File: src/rtl/display_scan_ctrl_if.sv
// Bus between the scan controller and its host/driver: shadow-load inputs and scan outputs.
interface display_scan_ctrl_if;
    localparam int unsigned VALUE_W = 12;
    localparam int unsigned DIGITS  = 3;
    localparam int unsigned NIB_W   = 4;
    localparam int unsigned SEL_W   = 2;

    logic [VALUE_W-1:0] value_in;
    logic [DIGITS-1:0]  dp_in;
    logic               load_in;
    logic               lz_blank_in;
    logic [SEL_W-1:0]   en_out;
    logic [NIB_W-1:0]   display_out;
    logic               dp_out;
    logic               frame_done;

    // Host side: supplies data and load strobe, observes scan outputs.
    modport master (
        output value_in, dp_in, load_in, lz_blank_in,
        input  en_out, display_out, dp_out, frame_done
    );

    // Controller side.
    modport slave (
        input  value_in, dp_in, load_in, lz_blank_in,
        output en_out, display_out, dp_out, frame_done
    );
endinterface

File: src/rtl/display_scan_ctrl.sv
// Time-multiplexed 3-digit 7-segment scan controller with per-slot blanking gap,
// frame-synchronous (tear-free) value updates and optional leading-zero blanking.
module display_scan_ctrl #(
    parameter int unsigned CLK_DIV      = 50000,
    parameter int unsigned BLANK_CYCLES = 16
) (
    input  logic                clock,
    input  logic                reset_n,
    display_scan_ctrl_if.slave  bus
);
    localparam int unsigned PW      = (CLK_DIV > 1) ? $clog2(CLK_DIV) : 1;
    localparam int unsigned VALUE_W = 12;
    localparam int unsigned DIGITS  = 3;
    localparam int unsigned NIB_W   = 4;
    localparam int unsigned SEL_W   = 2;

    localparam logic [PW-1:0]    PRESC_LAST = PW'(CLK_DIV - 1);
    localparam logic [SEL_W-1:0] IDX_LAST   = SEL_W'(2);
    localparam logic [SEL_W-1:0] BLANK_SEL  = SEL_W'(3);

    logic [PW-1:0]      prescaler;
    logic [SEL_W-1:0]   index;
    logic [VALUE_W-1:0] shadow_value;
    logic [DIGITS-1:0]  shadow_dp;
    logic               pending;
    logic [VALUE_W-1:0] active_value;
    logic [DIGITS-1:0]  active_dp;

    logic               slot_end_c;
    logic               frame_wrap_c;
    logic               in_gap_c;
    logic               lz_c;
    logic               blank_c;
    logic [NIB_W-1:0]   nibble_c;
    logic               dp_sel_c;

    assign slot_end_c   = (prescaler == PRESC_LAST);
    assign frame_wrap_c = slot_end_c && (index == IDX_LAST);

    // Anti-ghosting gap at the start of every slot; absent entirely when BLANK_CYCLES is 0.
    generate
        if (BLANK_CYCLES == 0) begin : g_no_gap
            assign in_gap_c = 1'b0;
        end else begin : g_gap
            assign in_gap_c = (prescaler < PW'(BLANK_CYCLES));
        end
    endgenerate

    // Digit 0 is never suppressed so a zero value still shows a single "0".
    assign lz_c = bus.lz_blank_in &&
                  (((index == SEL_W'(2)) && (active_value[11:8] == 4'h0)) ||
                   ((index == SEL_W'(1)) && (active_value[11:4] == 8'h00)));

    assign blank_c = in_gap_c || lz_c;

    // Select nibble and decimal point of the digit currently being scanned.
    always_comb begin
        nibble_c = active_value[3:0];
        dp_sel_c = active_dp[0];
        case (index)
            SEL_W'(1): begin
                nibble_c = active_value[7:4];
                dp_sel_c = active_dp[1];
            end
            SEL_W'(2): begin
                nibble_c = active_value[11:8];
                dp_sel_c = active_dp[2];
            end
            default: begin
                nibble_c = active_value[3:0];
                dp_sel_c = active_dp[0];
            end
        endcase
    end

    // Slot prescaler and digit index.
    always_ff @(posedge clock or negedge reset_n) begin
        if (!reset_n) begin
            prescaler <= '0;
            index     <= '0;
        end else if (slot_end_c) begin
            prescaler <= '0;
            index     <= (index == IDX_LAST) ? '0 : index + SEL_W'(1);
        end else begin
            prescaler <= prescaler + PW'(1);
        end
    end

    // Shadow capture and frame-boundary transfer; a load on the wrap edge itself uses live inputs.
    always_ff @(posedge clock or negedge reset_n) begin
        if (!reset_n) begin
            shadow_value <= '0;
            shadow_dp    <= '0;
            pending      <= 1'b0;
            active_value <= '0;
            active_dp    <= '0;
        end else begin
            if (bus.load_in) begin
                shadow_value <= bus.value_in;
                shadow_dp    <= bus.dp_in;
            end
            if (frame_wrap_c) begin
                pending <= 1'b0;
                if (bus.load_in) begin
                    active_value <= bus.value_in;
                    active_dp    <= bus.dp_in;
                end else if (pending) begin
                    active_value <= shadow_value;
                    active_dp    <= shadow_dp;
                end
            end else if (bus.load_in) begin
                pending <= 1'b1;
            end
        end
    end

    // Registered driver outputs, one cycle behind the scan state.
    always_ff @(posedge clock or negedge reset_n) begin
        if (!reset_n) begin
            bus.en_out      <= BLANK_SEL;
            bus.display_out <= '0;
            bus.dp_out      <= 1'b0;
            bus.frame_done  <= 1'b0;
        end else begin
            bus.en_out      <= blank_c ? BLANK_SEL : index;
            bus.display_out <= nibble_c;
            bus.dp_out      <= blank_c ? 1'b0 : dp_sel_c;
            bus.frame_done  <= frame_wrap_c;
        end
    end
endmodule

File: src/flat_wrapper.sv
// flat-port wrapper written by rule: the top's interface ports become plain ports
module display_scan_ctrl_flat 
#(
    parameter int unsigned CLK_DIV      = 50000,
    parameter int unsigned BLANK_CYCLES = 16
)
  (clock, reset_n, bus_value_in, bus_dp_in, bus_load_in, bus_lz_blank_in, bus_en_out, bus_display_out, bus_dp_out, bus_frame_done);
  display_scan_ctrl_if bus_i ();
  input  logic clock;
  input  logic reset_n;
  input wire logic [$bits(bus_i.value_in)-1:0] bus_value_in;
  input wire logic [$bits(bus_i.dp_in)-1:0] bus_dp_in;
  input wire logic [$bits(bus_i.load_in)-1:0] bus_load_in;
  input wire logic [$bits(bus_i.lz_blank_in)-1:0] bus_lz_blank_in;
  output wire logic [$bits(bus_i.en_out)-1:0] bus_en_out;
  output wire logic [$bits(bus_i.display_out)-1:0] bus_display_out;
  output wire logic [$bits(bus_i.dp_out)-1:0] bus_dp_out;
  output wire logic [$bits(bus_i.frame_done)-1:0] bus_frame_done;
  assign bus_i.value_in = bus_value_in;
  assign bus_i.dp_in = bus_dp_in;
  assign bus_i.load_in = bus_load_in;
  assign bus_i.lz_blank_in = bus_lz_blank_in;
  assign bus_en_out = bus_i.en_out;
  assign bus_display_out = bus_i.display_out;
  assign bus_dp_out = bus_i.dp_out;
  assign bus_frame_done = bus_i.frame_done;
  display_scan_ctrl #(.CLK_DIV(CLK_DIV), .BLANK_CYCLES(BLANK_CYCLES)) u_core (.clock(clock), .reset_n(reset_n), .bus(bus_i));
endmodule
File: config.mk
export PLATFORM = sky130hd
export DESIGN_NAME = display_scan_ctrl_flat
export DESIGN_NICKNAME = d
export VERILOG_FILES = /design/src/rtl/display_scan_ctrl_if.sv /design/src/rtl/display_scan_ctrl.sv /design/src/flat_wrapper.sv
export SDC_FILE = /design/constraint.sdc
export NUM_CORES = 1
export LEC_CHECK = 0
export CORE_MARGIN = 4
export CORE_UTILIZATION = 45
export CTS_CLUSTER_DIAMETER = 150
export DETAILED_ROUTE_END_ITERATION = 10
export PLACE_DENSITY = 0.69
export SETUP_SLACK_MARGIN = 0.3
export SLEW_MARGIN = 0
export SYNTH_ARGS = -nofsm -noshare
export SYNTH_HDL_FRONTEND = slang
export SYNTH_SLANG_ARGS = --single-unit
File: constraint.sdc
create_clock -name clock -period 2.05 [get_ports clock]
set_clock_uncertainty 0.05 [all_clocks]
set_input_delay 0.3075 -clock clock [delete_from_list [all_inputs] [get_ports clock]]
set_output_delay 0.3075 -clock clock [all_outputs]
set_load 0.01 [all_outputs]
After elaboration in Yosys (flattened, before gate mapping):

Index checks and enable logic that the tools add are counted.

* $add $sub $neg: 2
* multiply operators: 0
* div/mod/pow operators: 0
* $lt $le $gt $ge: 1
* equality and inequality tests: 3
* shifts and indexed selects: 0
* multiplexer cells: 12
* bitwise logic cells: 0
* reductions and logical operators: 11

Operator list (number)
* $mux W12: 2
* $add A16 B1 Y16 const B: 1
* $eq A16 B16 Y1 const B: 1
* $lt A16 B5 Y1 const B: 1
* $mux W16: 1
* $logic_not A8 Y1: 1
* $pmux W4 S2: 1
* $mux W3: 2
* $logic_and A1 B1 Y1: 4
* $logic_not A4 Y1: 1
* $mux W2: 2
* $reduce_bool A2 Y1: 2
* $mux W1: 3
* $add A2 B1 Y2 const B: 1
* $eq A2 B1 Y1 const B: 1
* $eq A2 B2 Y1 const B: 1
* $logic_or A1 B1 Y1: 2
* $pmux W1 S2: 1
* $reduce_and A2 Y1: 1

* register bits: 57
* bits in latches: 0
* memory bits (writable): 0
* ROM bits: 0
* input bits: 19
* output and inout bits: 8
* logic and storage cells: 40
* memories kept: 0

Depth between registers and ports, before layout:

Gate-level depths: netlist of the first run.

* depth in word-level cells: 6
* gate-level depth with buffers: 8
* gate-level depth less buffers: 5

Least setup slack after synthesis of the first run:

No wires, ideal clock.

* path kind: register to register
* from: reg u_core.prescaler[0]
* to: reg u_core.active_dp[0]
* library setup time: 0.125 ns
* data arrival time: 1.844 ns
* required time: 1.875 ns
* path slack: 0.031 ns
* stages on the path, launching flop included: 9
* buffers on the path: 3
* period minus slack after synthesis: 2.019 ns
* cells stage by stage: dfrtp_1 ha_1 and4_4 and4_1 buf_6 and3b_1 buf_6 buf_12 mux2_4

* cells in the longest elaborated chain, start to end: 3

Ends and longest elaborated chain
* from (decl): RTL line display_scan_ctrl.sv:21 `logic [PW-1:0] prescaler;`
* from (signal assigned): RTL line display_scan_ctrl.sv:85 `prescaler <= prescaler + PW'(1);`
* $eq A16 B16 Y1: RTL line display_scan_ctrl.sv:37 `assign slot_end_c = (prescaler == PRESC_LAST);`
* $logic_and A1 B1 Y1: RTL line display_scan_ctrl.sv:38 `assign frame_wrap_c = slot_end_c && (index == IDX_LAST);`
* $reduce_and A2 Y1 (no source line)
* to (signal assigned): RTL line display_scan_ctrl.sv:106 `active_dp <= bus.dp_in;`
* to (signal assigned): RTL line display_scan_ctrl.sv:109 `active_dp <= shadow_dp;`
* to (decl): RTL line display_scan_ctrl.sv:27 `logic [DIGITS-1:0] active_dp;`

Every way passes these cells.
A chain may end at the register's enable or synchronous reset.

Worst setup path after layout of the first run:

* from: reg u_core.prescaler[5]
* to: reg u_core.active_dp[1]

Same word-level chain as after synthesis.

==> flow_summary.toml, run 1 <==
[setup_path]
criticalPathCategory = "reg -> reg"
crit_path_start_kind = "register"
crit_chain = "nor4_2 > and4_1 > and3b_2 > buf_6 > mux2_4"
r2r_setup_slack_ns = 0.27
crit_path_max_incr_delay_ns = 0.39
critPathCaptureType = "register"
cp.arrival_ns = 1.95
worst_path_max_delay_cell = "dfrtp_1"
cp.required_ns = 2.22
cp_max_fo = 7

[sta]
timing.final.crit_period_ns = 1.78
slew_headroom_pct = 80.2
tns_ns = 0
timing.final.crit_share_pct = 86.6
final-hold-violation-count = 0
worst_pin_slew_ns = 0.295
grt_setup_unrepaired = "yes"
setup_viol = 0
slew_violations = 0
timing.fmax_mhz = 563

[die]
start_util_pct = 47.2
fp-row-count = 26
dieArea_um2 = 6670
ioPinCount = 27
die_h_um = 81.7
core_um2 = 5170
die_w_um = 81.7

[global_route]
gr-usage-met3_pct = 7.02
use_met2_pct = 21.1
grt_use_total_pct = 15.3
top_usage_layer = "met2"
globalRouteMet1Util_pct = 20.5
grt_pass1_vias = 1511
antenna_found_initial = 0
overflow = 0
grt_max_degree = 58
grt_pass1_wl_mm = 7.28

[power_and_ir_drop]
power_per_cell_area_nw_per_um2 = 748
vdd_drop_max_mv = 0.383
finalPower_mw = 2.31
leakagePower_nw = 1.35

[route]
antenna_left = 0
dr.first_iter.drc_count = 73
first_pass_iters = 4
wl_mm = 4.25
drc = 0
vias = 1508
vias_per_cell = 4.94
avgRoutedWirePerCell_um = 13.9

[cts]
clock_path_buffers = 2
cts_num_sinks = 57
cts_tree = "yes"
cts_buffers = 9
h-tree-depth = 3
clk_pin_slew_ns = 0.06
clk_latency_ns = 0.33
cts-root-buf = "clkbuf_8"

[synthesis]
yosysMostFrequentCell = "dfrtp_1"
synth_top_cell_by_area = "dfrtp_1"
muxShareOfSynthArea_pct = 15.4
netlist_instances = 188
synth_top_area_share_pct = 56.3
synth_top_family_by_area = "multiplexers"
synthAdderAreaFrac_pct = 2.05
synth_cell_types = 31
synth.top_cells.by_count = "55 x dfrtp_1, 21 x nor2_1, 20 x mux2_2"
yosys_warnings = 0
yosys.area_share.simple_pct = 12.3
synth_area_leaders = "dfrtp_1 56%, mux2_2 9.2%, mux2_4 6.1%"
ys_async_sr_fraction_pct = 100
synth_xor_area_share_pct = 5.02
synth_compound_area_share_pct = 3.53
syn_nets = 211
synth.avg_cell_area_um2 = 13.0
synth_edf_count = 0
synth_ff_type = "dfrtp_1"
ys_ff_latch = 57
syn_area_um2 = 2440
ys_seq_area_share_pct = 58.5

[layout]
fin_area_um2 = 3080
syn_to_final_growth_pct = 26.1
antenna_cells = 0
post-route-util_pct = 59.6
drive_above_1_share_pct = 27.7
finalNetCount = 254

[run]
max_cap_viol_count = 0

[run_status]
outcome = "completed"

[placement]
gp_congestion = 0.786
io_buffers = 26
place_area_um2 = 2810
dp_hpwl_mm = 2.93

[worst_hold_path]
hp-class = "in -> async"
## cell families after synthesis
| family | after synthesis |
|---|---|
| AND/OR/NAND/NOR | 58 |
| flip-flops | 57 |
| buffers and inverters | 11 |
| multiplexers | 30 |
| XOR/XNOR | 14 |
| adder cells (fa/ha/maj) | 4 |
| AO/OA/AOI/OAI | 14 |
## per-stage QoR
stage | hold WS, ns | worst slack [ns] | instances
floorplan | -0.0381 | 0.0839 | 188
global placement | 0.276 | 0.178 | 285
detailed placement | 0.278 | 0.158 | 285
CTS | 0.448 | 0.258 | 304
global route | 0.461 | 0.180 | 305
finish | 0.441 | 0.274 | 305
## flip-flops by register name (all words and copies together) (netlist names)
signal / count
u_core.prescaler: 16
u_core.active_value: 12
u_core.shadow_value: 12
u_core.bus.display_out: 4
u_core.active_dp: 3
u_core.shadow_dp: 3
u_core.bus.en_out: 2
u_core.index: 2
u_core.bus.dp_out: 1
u_core.bus.frame_done: 1
u_core.pending: 1
## worst paths after layout
| kind | cells past startpoint | to | startpoint |
|---|---|---|---|
| max reg2reg | 5 | u_core.active_dp[1]$_DFFE_PN0P_ | u_core.prescaler[5]$_DFF_PN0_ |
| min reg2reg | 2 | u_core.pending$_DFFE_PN0P_ | u_core.pending$_DFFE_PN0P_ |
| min | 3 | u_core.shadow_value[4]$_DFFE_PN0P_ | reset_n |
| max in group asynchronous | 3 | u_core.bus.en_out[0]$_DFF_PN1_ | reset_n |
| max | 5 | u_core.active_dp[1]$_DFFE_PN0P_ | u_core.prescaler[5]$_DFF_PN0_ |
| min in group clock | 2 | u_core.pending$_DFFE_PN0P_ | u_core.pending$_DFFE_PN0P_ |
## metal layers
layer | up-vias | wire length, um
met5 | - | 0
met4 | 0 | 60
met3 | 7 | 227
met2 | 32 | 1900
met1 | 730 | 2060
li1 | 739 | -
## cells in the final DEF, fill, tap and decap left out, types with 2 or more instances in the layout
cell type and n:
a21oi_1 4, a22oi_1 5, and2_1 2, and4_1 3
buf_12 2, buf_4 9, clkbuf_8 11, clkdlybuf4s50_1 23
clkinv_2 2, dfrtp_1 55, dfstp_2 2, dlygate4sd2_1 2
ha_1 3, inv_1 3, mux2_2 15, mux2_4 15
nand2_1 8, nand2b_1 2, nand3_1 6, nand4_1 5
nor2_1 21, nor3_1 2, nor4_1 3, o21ai_0 3
xnor2_1 9, xor2_1 5
## where the power goes
part	switching [mW]	total, mW	internal, mW
clock	0.414	1.03	0.616
combinational	0.0493	0.115	0.0659
sequential	0.00657	1.16	1.15
total	0.470	2.31	1.84
## worst max-delay path: cells and delay by family (launching register included)
kind | cells | cell delay, ns
and+or+nand+nor | 3 | 0.78
DFF | 1 | 0.39
buffers and inverters | 1 | 0.15
muxes | 1 | 0.30
## final cells by class
cell class / instances / area, um^2
inverter: 3 / 11.3
clock inverter: 3 / 40.0
sequential: 57 / 1430
tap: 70 / 87.6
fill: 427 / 2090
clock buffer: 12 / 155
multi-input combinational: 120 / 962
timing repair buffer: 40 / 397
## timing repair
action / 4_1_cts / 5_1_grt
pin swaps: 4 / 0
setup buffers: 3 / 1
gates cloned: 0 / 0
gates resized for setup: 12 / 0
setup endpoints to repair: 17 / 15
hold endpoints to repair: 55 / 0
hold buffers: 1 / 0
Note: power is estimated with default switching activity, not from simulation.
==> run 2, diff against run 1 <==
Settings changed: PLACE_DENSITY 0.69 to 0.66.
Clock period 2.05 ns to 2.23 ns, I/O delays scaled along.
==> run 2 against run 1 <==
Global-route usage up 0.71 points; sequential power down 8%; non-clock buffer count down 1; maximum frequency down 5.8%; critical path depth unchanged.
==> flow_summary.toml, run 2 (synthesized netlist as in run 1, its figures left out) <==
[run_status]
outcome = "completed"

[sta]
worst_pin_slew_ns = 0.683
tns_ns = 0
timing.final.crit_period_ns = 1.89
setup_viol = 0
grt_setup_unrepaired = "no"
timing.final.crit_share_pct = 84.6
slew_violations = 0
holdWs_ns = 0.441
timing.fmax_mhz = 530
slew_headroom_pct = 54.4
final-hold-violation-count = 0

[layout]
fill_cells = 409
reg_top3 = "u_core.prescaler (16), u_core.active_value (12), u_core.shadow_value (12)"
largest_reg_flops = 16
antenna_cells = 0
layout_commonest_cell = "dfrtp_1"
syn_to_final_growth_pct = 26.2
finalNetCount = 253
largest_register = "u_core.prescaler"
drive_above_1_share_pct = 28.9
fin_area_um2 = 3080
final_cell_mix = "53 x dfrtp_1, 25 x clkdlybuf4s50_1, 21 x nor2_1, 20 x mux2_2"

[cts]
clk_pin_slew_ns = 0.07
cts_num_sinks = 57
cts_buffers = 9
h-tree-depth = 3
clock_path_buffers = 2
cts-root-buf = "clkbuf_8"
clk_latency_ns = 0.34
cts_tree = "yes"

[setup_path]
cp_top_family = "simple AND/OR/NAND/NOR gates"
cp.arrival_ns = 2.05
critPathCaptureType = "register"
crit_chain = "nor4_4 > and4_1 > and3b_2 > clkbuf_16 > mux2_4"
criticalPathCategory = "reg -> reg"
worst_path_max_delay_cell = "dfrtp_2"
cp.required_ns = 2.40
crit_path_max_incr_delay_ns = 0.45
crit_buf_inv = 1
cp_max_fo = 7
crit_path_start_kind = "register"

[global_route]
grt_pass1_vias = 1566
grt_use_total_pct = 16.0
antenna_found_initial = 0
grt_pass1_wl_mm = 7.71
overflow = 0
grt_max_degree = 31

[power_and_ir_drop]
p_seq_share_pct = 49.8
power_per_cell_area_nw_per_um2 = 695
p_comb_share_pct = 4.8
sw_frac_of_total_pct = 22.3
finalPower_mw = 2.14
vdd_drop_max_mv = 0.461
pwr-share-clk_pct = 45.4
intPower_mw = 1.67
power_switching_uw = 478
leakagePower_nw = 1.32

[placement]
gp_congestion = 0.866
io_buffers = 26
place_area_um2 = 2780
dp_hpwl_mm = 3.16

[die]
core_um2 = 5170
die_h_um = 81.7
die_w_um = 81.7
fp-row-count = 26
ioPinCount = 27
start_util_pct = 47.2
dieArea_um2 = 6670

[route]
vias_per_cell = 5.06
wl_mm = 4.61
vias = 1542
avgRoutedWirePerCell_um = 15.1
drc = 0
first_pass_iters = 4
dr.first_iter.drc_count = 125
antenna_left = 0

[worst_hold_path]
hp-class = "reg -> reg"

[run]
max_cap_viol_count = 0
==> run 2: cell types whose count changed in the layout (fill, tap and decap cells not counted), moves of 2 or more <==
| cell | delta |
|---|---|
| clkdlybuf4s50_1 | +2 |
| mux2_2 | +5 |
| dlygate4sd2_1 | -2 |
| dfrtp_1 | -2 |
| mux2_4 | -5 |
| dfrtp_2 | +2 |
| clkinvlp_4 | +3 |
==> run 2: final timing paths <==
kind                       cells past startpoint                          start  slack (ns)                            endpoint
max in group asynchronous                      3                        reset_n        0.95      u_core.bus.en_out[0]$_DFF_PN1_
min in group asynchronous                      2                        reset_n        0.52  u_core.shadow_value[6]$_DFFE_PN0P_
min reg2reg                                    2     u_core.pending$_DFFE_PN0P_        0.44          u_core.pending$_DFFE_PN0P_
max reg2reg                                    5  u_core.prescaler[7]$_DFF_PN0_        0.34     u_core.active_dp[2]$_DFFE_PN0P_
min                                            2     u_core.pending$_DFFE_PN0P_        0.44          u_core.pending$_DFFE_PN0P_
max                                            5  u_core.prescaler[7]$_DFF_PN0_        0.34     u_core.active_dp[2]$_DFFE_PN0P_
==> run 2: repair_timing <==
action	CTS	global route
hold buffers	1	0
resized for setup	0	5
pin swaps	0	3
setup endpoints to repair	5	15
setup buffers	2	4
hold endpoints to repair	19	0
cloned	0	1
==> run 2: power groups by stage <==
| stage | combinational (mW) | clock [mW] | sequential [mW] |
|---|---|---|---|
| 2_1_floorplan | 0.0392 | 0 | 1.08 |
| 3_3_place_gp | 0.100 | 0 | 1.09 |
| 3_5_place_dp | 0.104 | 0 | 1.09 |
| 4_1_cts | 0.106 | 0.992 | 1.07 |
| 5_1_grt | 0.115 | 1.04 | 1.07 |
| 6_report | 0.103 | 0.972 | 1.07 |
==> run 2: cell type report <==
class	count	area (um^2)	share of cell area, %
clock buffer	10	138	4.46
clock inverter	6	66.3	2.15
inverter	3	11.3	0.365
multi-input combinational	120	952	30.9
sequential	57	1430	46.4
tap	70	87.6	2.84
timing repair buffer	39	398	12.9
==> run 2: metrics by stage <==
stage	cells	setup slack (ns)	utilization, %
detailed placement	281	0.286	53.8
finish	305	0.344	59.6
CTS	300	0.325	58.2
global placement	281	0.327	53.8
floorplan	188	0.264	-
global route	305	0.283	59.6
==> run 2: layer usage <==
layer	up-vias	track usage, %	part of all wire [%]
met1	754	21.8	48
met2	31	22.5	45
li1	743	-	-
met4	0	9.97	3.1
met3	14	4.28	4.3
met5	-	0	0
==> run 2: worst reg2reg max path, cell delays in order, from the launching register on <==
cell and delay (ns):
dfrtp_2 0.45, nor4_4 0.28, and4_1 0.24, and3b_2 0.27
clkbuf_16 0.18, mux2_4 0.30
